==> src/rtl/uart_rx_byte.sv <==
// 8N1 UART receiver: two-flop input synchroniser, mid-bit sampling FSM,
// registered byte output with one-cycle valid / framing-error strobes.
module uart_rx_byte #(
  parameter int CLKS_PER_BIT = 5208,
  parameter int CNT_W        = 16
) (
  input  logic       clk,
  input  logic       reset,
  input  logic       rx,
  output logic [7:0] data_out,
  output logic       data_valid,
  output logic       frame_error,
  output logic       busy
);

  localparam logic [CNT_W-1:0] HALF_LAST = CNT_W'(CLKS_PER_BIT / 2 - 1);
  localparam logic [CNT_W-1:0] BIT_LAST  = CNT_W'(CLKS_PER_BIT - 1);

  typedef enum logic [1:0] {IDLE, START, DATA, STOP} state_t;

  state_t           r_state, w_state_nxt;
  logic [CNT_W-1:0] r_cnt, w_cnt_nxt;
  logic [2:0]       r_bit_idx, w_bit_idx_nxt;
  logic [7:0]       r_shift, w_shift_nxt;
  logic [7:0]       r_data, w_data_nxt;
  logic             r_valid, w_valid_nxt;
  logic             r_ferr, w_ferr_nxt;
  logic             r_rx_meta, r_rx_s;

  // Synchroniser resets to the idle line level so reset release never looks like a start bit.
  always_ff @(posedge clk or posedge reset) begin
    if (reset) begin
      r_rx_meta <= 1'b1;
      r_rx_s    <= 1'b1;
    end else begin
      // NOTE: non-blocking assignments make both flops sample the pre-edge values,
      // giving a true two-stage chain instead of a single collapsed flop.
      r_rx_meta <= rx;
      r_rx_s    <= r_rx_meta;
    end
  end

  always_ff @(posedge clk or posedge reset) begin
    if (reset) begin
      r_state   <= IDLE;
      r_cnt     <= '0;
      r_bit_idx <= '0;
      r_shift   <= '0;
      r_data    <= '0;
      r_valid   <= 1'b0;
      r_ferr    <= 1'b0;
    end else begin
      r_state   <= w_state_nxt;
      r_cnt     <= w_cnt_nxt;
      r_bit_idx <= w_bit_idx_nxt;
      r_shift   <= w_shift_nxt;
      r_data    <= w_data_nxt;
      r_valid   <= w_valid_nxt;
      r_ferr    <= w_ferr_nxt;
    end
  end

  always_comb begin
    // NOTE: every output of this block gets a default first, so no path can
    // leave one unassigned and infer a latch.
    w_state_nxt   = r_state;
    w_cnt_nxt     = r_cnt + CNT_W'(1);
    w_bit_idx_nxt = r_bit_idx;
    w_shift_nxt   = r_shift;
    w_data_nxt    = r_data;
    w_valid_nxt   = 1'b0;
    w_ferr_nxt    = 1'b0;

    unique case (r_state)
      IDLE: begin
        w_cnt_nxt = '0;
        if (!r_rx_s) w_state_nxt = START;
      end
      START: begin
        // A line that is high again at mid-start was only a glitch.
        if (r_cnt == HALF_LAST) begin
          w_cnt_nxt     = '0;
          w_bit_idx_nxt = '0;
          w_state_nxt   = r_rx_s ? IDLE : DATA;
        end
      end
      DATA: begin
        if (r_cnt == BIT_LAST) begin
          w_cnt_nxt              = '0;
          w_shift_nxt[r_bit_idx] = r_rx_s;
          if (r_bit_idx == 3'd7) w_state_nxt = STOP;
          else                   w_bit_idx_nxt = r_bit_idx + 3'd1;
        end
      end
      STOP: begin
        // Leave at mid-stop so a following start bit is caught without an idle gap.
        if (r_cnt == BIT_LAST) begin
          w_cnt_nxt   = '0;
          w_state_nxt = IDLE;
          if (r_rx_s) begin
            w_data_nxt  = r_shift;
            w_valid_nxt = 1'b1;
          end else begin
            w_ferr_nxt  = 1'b1;
          end
        end
      end
      default: w_state_nxt = IDLE;
    endcase
  end

  assign data_out    = r_data;
  assign data_valid  = r_valid;
  assign frame_error = r_ferr;
  assign busy        = (r_state != IDLE);

endmodule
==> config.mk <==
export PLATFORM = sky130hd
export DESIGN_NAME = uart_rx_byte
export DESIGN_NICKNAME = d
export VERILOG_FILES = /design/src/rtl/uart_rx_byte.sv
export SDC_FILE = /design/constraint.sdc
export NUM_CORES = 1
export LEC_CHECK = 0
export BUFFER_PORTS_ARGS = -buffer_cell sky130_fd_sc_hd__buf_2
export CAP_MARGIN = 20
export CORE_UTILIZATION = 40
export CTS_CLUSTER_DIAMETER = 120
export DETAILED_ROUTE_END_ITERATION = 10
export SLEW_MARGIN = 20
export SYNTH_ARGS = -nofsm -noshare
export SYNTH_HDL_FRONTEND = slang
export SYNTH_SLANG_ARGS = --single-unit
==> constraint.sdc <==
create_clock -name clk -period 5.4 [get_ports clk]
set_input_delay 0.81 -clock clk [delete_from_list [all_inputs] [get_ports clk]]
set_output_delay 0.81 -clock clk [all_outputs]
set_load 0.1 [all_outputs]
==> metrics <==
leak pwr between 1 and 1.5 nW; DPL Wire Length around 2600 um; reg2reg start r_cnt[0]; Worst-path clk slew 0.08 ns; std cell rows 25; Die ar. between 5000 and 6000 um^2; f_max roughly 0.42 GHz; reg-to-reg slack, setup roughly 3.4 ns; CTS sink cnt about 40; Via Count 1376; Simple-Gate Fraction of Synth Area between 20% and 30%; status completed; filler cell count approximately 450; clock buffer depth 2; placed cells between 200 and 300; Clock Latency Late Sink around 0.29 ns; Synth async-reset ratio 100.0%; Die Span Y around 74 um; DRC Markers 0; total grt overflow 0; Max Cap Viol 0; Post-CTS Setup Bufs 0; XOR/XNOR share of the synthesized area approximately 3.8%; Max transition margin a little under two thirds; Hold WC Path Type flip-flop to flip-flop; H-tree level count 2; vias in the first global route between 1000 and 1500; Mapped Avg Cell Area between 10 and 15 um^2; Crit. End Element primary output; Synth Instances around 180; Slew Limit Fails 0; CTS root buffer clkbuf_8; CTS Buf Count 5; layout cell share with drive strength beyond 1 approximately 28%; via density per instance 5.154; CP max-delay cell dfrtp_1; initial antenna violation count 0; total global routing track utilization 15.14%; Peak VDD IR 90.34 uV; RR Endpoint r_cnt[14]; Syn-to-layout area delta 12.23%; die width about 74 um; most frequent cells in the layout dfrtp_1 (39), nor2_1 (23), mux2_2 (16); slew at the pin closest to its max-slew limit 0.5351 ns; Slowest Stage Delay on Critical Path 0.58 ns; Post-synth top flop dfrtp_1; TNS Setup 0 ns; pwr/cell area approximately 250 nW/um^2; RSZ-0062 raised after global routing false; drt wl/cell between 10 and 15 um; FF+latch count, synth 41; Final Hold Vio Count 0; CTS tree done; crit path kind flip-flop to primary output; Register-to-Register Path Depth 5; crit share post-route roughly 44%; worst setup path end busy; area of placed instances about 2200 um^2; sequential cell area fraction in the yosys report about 50%; # port buffers 13; main combinational cell family by area after synthesis simple AND/OR/NAND/NOR gates; critical-path cell list inv_1 > nand2_1 > buf_2; DR iter-0 viols 64; Antenna diodes 0; cell area after synthesis 2057 um^2; largest net degree at the start of global routing 42; Mapped Nets 188; Top Ports 14; first-pass GRT wire length 6134 um; Post-Synth Adder-Cell Area 1.825%; CP arrival approximately 1.6 ns; Hold Path Depth 0; Critical Path Start Type flip-flop; Synthesis Warnings 0; layout net count ~210; Initial DRT Pass Iterations 4; WP data required 4.59 ns; final setup vio count 0; RePlAce Congestion around 0.8; post-synthesis compound-gate area fraction around 5.2%; commonest non-fill, non-tap cell in the layout dfrtp_1; post-CTS sizing 0; hold_buf cts 0; Distinct cells, synth 41; final non-filler cell total approximately 270; Routed WL around 3700 um; Final ANT Viol Nets 0; Tmin final ~2.4 ns; number of synthesized flops with an enable pin 0; Final Cell Area between 2000 and 2500 um^2; worst-path maximum fanout 13; Initial Utilization a little over two fifths; multiplexer share of the synthesized area 10.71%; core outline area 4848 um^2; skew final roughly 0.0043 ns
## kinds of logic (layout without fill, tap and decap cells)
logic type,Yosys count,after routing
xor+xnor,9,9
simple gates,82,82
flops,41,41
fa+ha+maj,3,3
buf+inv,11,29
mux,20,20
compound gates,16,16
## per-layer routing
metal / GRT usage, % / wire length (um) / vias up
met5: 0 / 0 / -
met4: 5.769 / 39 / 0
met3: 4.527 / 95 / 4
met2: 24.77 / 1775 / 12
met1: 18.78 / 1741 / 672
li1: - / - / 688
## flip-flops by register name (all words and copies together) (netlist names), named ones only
signal,flops
data_out,8
data_valid,1
frame_error,1
r_bit_idx,3
r_cnt,16
r_rx_meta,1
r_rx_s,1
r_shift,8
r_state,1
## area by class of cell
type                            count  area (um^2)  area share [%]
Timing Repair Buffer               14        72.57           3.144
Sequential cell                    41         1028           44.55
Tap cell                           67        83.83           3.631
Multi-Input combinational cell    130        977.2           42.33
Clock buffer                        6        82.58           3.577
Inverter                            7        26.28           1.138
Clock inverter                      2        37.54           1.626
## synth_stat cells (2+ instances only)
cell / number / share of area [%]
buf_2: 2 / 0.49
nand4_4: 2 / 2.1
dfrtp_1: 39 / 47
or3_1: 6 / 1.8
nand4_2: 2 / 1.2
nor2_1: 23 / 4.2
nand3_1: 11 / 2.7
nand4_1: 5 / 1.5
o21ai_0: 7 / 1.7
mux2_2: 16 / 8.8
nor4_1: 3 / 0.91
dfstp_2: 2 / 2.6
inv_1: 7 / 1.3
xor2_1: 4 / 1.7
nand2_1: 8 / 1.5
a21oi_1: 4 / 0.97
xnor2_1: 5 / 2.1
mux2i_1: 4 / 1.9
nor4bb_1: 2 / 0.97
and4bb_2: 3 / 1.8
ha_1: 3 / 1.8
nor2b_1: 5 / 1.5
## power breakdown
part           switching, mW  internal (mW)
clock network          0.104          0.150
logic                0.00587        0.00109
registers            0.00133          0.308
## worst max-delay path, delay by kind of cell (launching register included)
family        cells  cell delay, ns
simple gates      1            0.11
flops             1            0.58
buf+inv           2            0.60
## worst min-delay path by stage
stage	from	end
floorplan	r_rx_meta	r_rx_s
global placement	r_rx_meta	r_rx_s
detailed placement	r_rx_meta	r_rx_s
CTS	r_rx_meta	r_rx_s
global route	r_rx_meta	r_rx_s
finish	r_rx_meta	r_rx_s
## through the flow
stage	setup slack [ns]	total power, mW	util (%)	hold slack, ns
after floorplan	3.416	0.3197	-	0.3452
after global placement	3.381	0.3229	45.14	0.3477
after detailed placement	3.341	0.3231	45.14	0.3472
after CTS	3.010	0.5817	47.61	0.3585
after global routing	2.897	0.5932	47.61	0.3714
final	3.009	0.5702	47.61	0.3573
Power figures use the tool's default switching activity.
